## src/rtl/alu_op_sequencer.sv

```systemverilog
// Request/response sequencer in front of an external combinational ALU; multiply is a shift-add loop on the ALU adder.
// Optional macro ALU_SEQ_EARLY_EXIT_EN ends the multiply loop once the remaining multiplier bits are all zero.
module alu_op_sequencer #(
  parameter  int WIDTH = 32,
  localparam int CNT_W = $clog2(WIDTH)
) (
  input  logic             clk,
  input  logic             reset,
  input  logic             req_valid,
  output logic             req_ready,
  input  logic [1:0]       req_aluop,
  input  logic [3:0]       req_funccode,
  input  logic [WIDTH-1:0] req_a,
  input  logic [WIDTH-1:0] req_b,
  output logic [3:0]       alu_ctl,
  output logic [WIDTH-1:0] alu_a,
  output logic [WIDTH-1:0] alu_b,
  input  logic [WIDTH-1:0] alu_result,
  output logic             rsp_valid,
  input  logic             rsp_ready,
  output logic [WIDTH-1:0] rsp_result,
  output logic             rsp_zero,
  output logic             rsp_err
);

  typedef enum logic [1:0] {S_IDLE, S_EXEC, S_MUL, S_RESP} state_t;

  localparam logic [3:0] CTL_ADD = 4'b0010;

  state_t             state_q, state_d;
  logic [3:0]         ctl_q, ctl_d;
  logic [WIDTH-1:0]   a_q, a_d;
  logic [WIDTH-1:0]   b_q, b_d;
  logic [WIDTH-1:0]   acc_q, acc_d;
  logic [CNT_W-1:0]   cnt_q, cnt_d;
  logic [WIDTH-1:0]   rsp_result_q, rsp_result_d;
  logic               rsp_zero_q, rsp_zero_d;
  logic               rsp_err_q, rsp_err_d;
  logic [4:0]         dec;
  logic               mul_done;

  // Returns {illegal, alu_ctl}; aluop 11 decodes to add because multiply drives the adder.
  function automatic logic [4:0] decode(input logic [1:0] op, input logic [3:0] fc);
    logic [4:0] r;
    r = {1'b0, CTL_ADD};
    case (op)
      2'b00: r = {1'b0, CTL_ADD};
      2'b01: r = {1'b0, 4'b0110};
      2'b10: begin
        case (fc)
          4'b0000: r = {1'b0, CTL_ADD};
          4'b0010: r = {1'b0, 4'b0110};
          4'b0100: r = {1'b0, 4'b0000};
          4'b0101: r = {1'b0, 4'b0001};
          4'b1010: r = {1'b0, 4'b0111};
          default: r = {1'b1, 4'b0000};
        endcase
      end
      default: r = {1'b0, CTL_ADD};
    endcase
    return r;
  endfunction

  assign dec = decode(req_aluop, req_funccode);

`ifdef ALU_SEQ_EARLY_EXIT_EN
  assign mul_done = (cnt_q == CNT_W'(WIDTH - 1)) || (b_q[WIDTH-1:1] == '0);
`else
  assign mul_done = (cnt_q == CNT_W'(WIDTH - 1));
`endif

  always_comb begin
    state_d      = state_q;
    ctl_d        = ctl_q;
    a_d          = a_q;
    b_d          = b_q;
    acc_d        = acc_q;
    cnt_d        = cnt_q;
    rsp_result_d = rsp_result_q;
    rsp_zero_d   = rsp_zero_q;
    rsp_err_d    = rsp_err_q;
    req_ready    = 1'b0;
    alu_ctl      = 4'b0000;
    alu_a        = '0;
    alu_b        = '0;
    case (state_q)
      S_IDLE: begin
        req_ready = 1'b1;
        if (req_valid) begin
          ctl_d = dec[3:0];
          a_d   = req_a;
          b_d   = req_b;
          acc_d = '0;
          cnt_d = '0;
          if (req_aluop == 2'b11) begin
            state_d = S_MUL;
          end else if (dec[4]) begin
            rsp_result_d = '0;
            rsp_zero_d   = 1'b0;
            rsp_err_d    = 1'b1;
            state_d      = S_RESP;
          end else begin
            state_d = S_EXEC;
          end
        end
      end
      S_EXEC: begin
        alu_ctl      = ctl_q;
        alu_a        = a_q;
        alu_b        = b_q;
        rsp_result_d = alu_result;
        rsp_zero_d   = (alu_result == '0);
        rsp_err_d    = 1'b0;
        state_d      = S_RESP;
      end
      S_MUL: begin
        alu_ctl = CTL_ADD;
        alu_a   = acc_q;
        alu_b   = b_q[0] ? a_q : '0;
        acc_d   = alu_result;
        a_d     = a_q << 1;
        b_d     = b_q >> 1;
        cnt_d   = cnt_q + CNT_W'(1);
        // The final partial sum goes straight to the response register.
        if (mul_done) begin
          rsp_result_d = alu_result;
          rsp_zero_d   = (alu_result == '0);
          rsp_err_d    = 1'b0;
          state_d      = S_RESP;
        end
      end
      S_RESP: begin
        if (rsp_ready) state_d = S_IDLE;
      end
      default: state_d = S_IDLE;
    endcase
  end

  always_ff @(posedge clk) begin
    if (reset) begin
      state_q      <= S_IDLE;
      ctl_q        <= 4'b0000;
      a_q          <= '0;
      b_q          <= '0;
      acc_q        <= '0;
      cnt_q        <= '0;
      rsp_result_q <= '0;
      rsp_zero_q   <= 1'b0;
      rsp_err_q    <= 1'b0;
    end else begin
      state_q      <= state_d;
      ctl_q        <= ctl_d;
      a_q          <= a_d;
      b_q          <= b_d;
      acc_q        <= acc_d;
      cnt_q        <= cnt_d;
      rsp_result_q <= rsp_result_d;
      rsp_zero_q   <= rsp_zero_d;
      rsp_err_q    <= rsp_err_d;
    end
  end

  assign rsp_valid  = (state_q == S_RESP);
  assign rsp_result = rsp_result_q;
  assign rsp_zero   = rsp_zero_q;
  assign rsp_err    = rsp_err_q;

endmodule

```

## config.mk

```make
export PLATFORM = sky130hd
export DESIGN_NAME = alu_op_sequencer
export DESIGN_NICKNAME = d
export VERILOG_FILES = /design/src/rtl/alu_op_sequencer.sv
export SDC_FILE = /design/constraint.sdc
export NUM_CORES = 1
export LEC_CHECK = 0
export ABC_AREA = 1
export CAP_MARGIN = 10
export CORE_MARGIN = 8
export CORE_UTILIZATION = 41
export DETAILED_ROUTE_END_ITERATION = 8
export HOLD_SLACK_MARGIN = 0.06
export PLACE_DENSITY_LB_ADDON = 0.15
export SYNTH_ARGS = -nofsm -noshare
export SYNTH_HDL_FRONTEND = slang
export SYNTH_SLANG_ARGS = --single-unit
```

## constraint.sdc

```tcl
create_clock -name clk -period 1.7 [get_ports clk]
set_input_delay 0.17 -clock clk [delete_from_list [all_inputs] [get_ports clk]]
set_output_delay 0.17 -clock clk [all_outputs]
set_load 0.02 [all_outputs]
```

==> out/qor.yml <==
worstSetupEndpointType: "output port"
fin_nets: 1436
grt_start_max_net_pins: 46
synth.distinct_cells: 29
diodes: 0
dieArea_um2: 21500
io_pins: 210
p_comb_share_pct: 58.1
drv_slew: 0
start_kind: "flip-flop"
power.share.clock_pct: 19.2
die_h_um: 147
yosysSeqAreaShare_pct: 40.1
min_period_over_period_pct: 117
fin_area_um2: 11600
tns_ps: -36300
dp_hpwl_um: 18200
layout_setup_ws_ps: -282
row_count: 47
start_util_pct: 42.0
grt_pass1_wl_um: 40400
setup_viol: 204
die_w_um: 147
drt_iter0_drc: 618
synth_warnings: 0
placed_cell_area_um2: 9910
cts_tree: "yes"
crit_required_ps: 1530
violations: "negative setup slack"
dp_slack_ps: -369
vias: 8343
cts_sinks: 140
clock-skew-final_ps: 6.79
routedWlPerCell_um: 17.6
period_needed_ps: 1980
p_int_w: 0.0133
cap_violations: 0
synthCells: 1058
p_leak_nw: 4.88
cts_buffer_depth: 2
rsz0062_at_grt: "true"
regToRegSetupSlack_ps: -230
cp_max_fo: 5
cts_buffers: 17
syn_avg_cell_area_um2: 6.61
io_buffers: 208
hold_violations: 0
hold_path.class: "primary input to flip-flop"
routed_via_density: 5.37
synth-seq-cells: 140
routed_wl_um: 27300
drtAntennaViolNets: 0
core_um2: 16600
globalRoute.totalOverflow: 0
nFillCells: 1385
firstDrtPassIters: 5
synth_area_um2: 6990
power_switching_w: 0.00910
cts_max_level: 4
switching_share_pct: 40.6
cts.clk_slew.worst_paths_ps: 60
clockRootBuffer: "clkbuf_16"
worstSetupPathType: "flip-flop to output port"
ir_drop_mv: 1.01
power.density_nw_per_um2: 1930
crit_arrival_ps: 1810
fmax_ghz: 0.505
fin_total_pwr_w: 0.0224
p_seq_share_pct: 22.7
synthToLayoutAreaGrowth_pct: 66.5
outcome: "finished, violations left"
grt_pass1_vias: 7879
track_usage_pct: 22.9
drive_gt1_share_pct: 22.9
place.gp.congestion: 0.938
grt_antenna_before_repair: 0
drc: 0
clkLatencyLatePin_ps: 420
syn_nets: 1174
-- path summary, 6_finish.rpt --
check,from,end,cells after the start
worst min register to register,acc_q[13]$_SDFFE_PP0P_,acc_q[13]$_SDFFE_PP0P_,2
worst min-delay path,req_b[0],b_q[0]$_SDFFE_PP0P_,3
worst max-delay path,state_q[0]$_SDFFE_PP0P_,alu_a[1],8
worst max register to register,state_q[1]$_SDFFE_PP0P_,a_q[11]$_SDFFE_PP0P_,11
-- synth_stat cells, drive strengths merged --
library cell | count | share of area [%]
ha | 10 | 1.8
a21oi | 67 | 4.8
a31oi | 63 | 5.6
nand4 | 1 | 0.090
nor3 | 6 | 0.43
clkinv | 1 | 0.054
nand3 | 125 | 9.0
clkbuf | 45 | 2.4
o21ai | 103 | 7.5
o21bai | 1 | 0.11
o2111ai | 1 | 0.13
nor2 | 70 | 3.9
nand2 | 330 | 18
o31ai | 1 | 0.11
and3 | 1 | 0.090
dfxtp | 140 | 40
inv | 48 | 2.6
buf | 44 | 3.5
conb | 1 | 0.054
-- routing by layer --
metal	track usage [%]	vias to the layer above	wire (um)
met1	27.1	3951	11100
met3	6.67	40	1880
met5	0	-	0
met4	7.78	0	619
li1	-	4054	-
met2	38.8	298	13800
-- cell type report --
class	instances	area [um^2]	area share (%)
multi-input cells	780	3970	34.1
repair buffers	332	3730	32.0
flip-flops and latches	140	2810	24.1
clock buffers	21	470	4.04
well taps	220	275	2.36
clock inverters	11	211	1.82
inverters	49	184	1.58
-- registers in the layout, indices dropped and copies added, names as in the netlist --
signal      cells
a_q            32
acc_q          32
b_q            32
rsp_result     32
cnt_q           5
ctl_q           3
state_q         2
rsp_err         1
rsp_zero        1
-- placed cells by master, fill, tap and decap left out, drive strengths merged, types with 4 or more instances in the layout --
cell and instances:
a21oi 67, a31oi 63, buf 182, bufinv 6, clkbuf 31, clkdlybuf4s50 139, clkinv 4, dfxtp 140
ha 10, inv 49, nand2 330, nand3 125, nor2 70, nor3 6, o21ai 103
-- cell families after synthesis --
| family | after synthesis | share of synthesized area [%] |
|---|---|---|
| buf+inv | 138 | 8.50 |
| other cells | 1 | 0.0536 |
| compound gates | 236 | 18.2 |
| flops | 140 | 40.1 |
| simple gates | 533 | 31.3 |
| fa+ha+maj | 10 | 1.79 |
-- critical path, stage by stage, from the launching register on --
cell	delay [ps]
dfxtp_2	330
inv_2	50
ha_4	320
buf_12	110
buf_16	130
buf_8	130
nand3_2	100
nand2_2	100
buf_6	120
-- power groups by stage --
stage          registers [W]  logic [W]  clock network, W
2_1_floorplan        0.00529    0.00543                 0
3_3_place_gp         0.00507    0.00998                 0
3_5_place_dp         0.00508     0.0101                 0
5_1_grt              0.00520     0.0140           0.00449
4_1_cts              0.00505     0.0113           0.00434
6_report             0.00510     0.0130           0.00431
-- through the flow --
step           instances  utilization (%)  hold slack (ps)
6_report            1553             70.0              319
5_1_grt             1553             70.0              328
4_1_cts             1526             65.8              305
3_5_place_dp        1487             59.6              458
3_3_place_gp        1487             59.6              453
2_1_floorplan       1058                -              319
-- timing repair --
item / in CTS / in global routing
cloned: 4 / 11
pin swaps: 8 / 18
setup buffers: 3 / 17
hold buffers: 0 / 0
endpoints found under the setup margin: 204 / 205
hold endpoints to repair: 0 / 0
gates resized for setup: 446 / 67
Note: power is estimated with default switching activity, not from simulation.
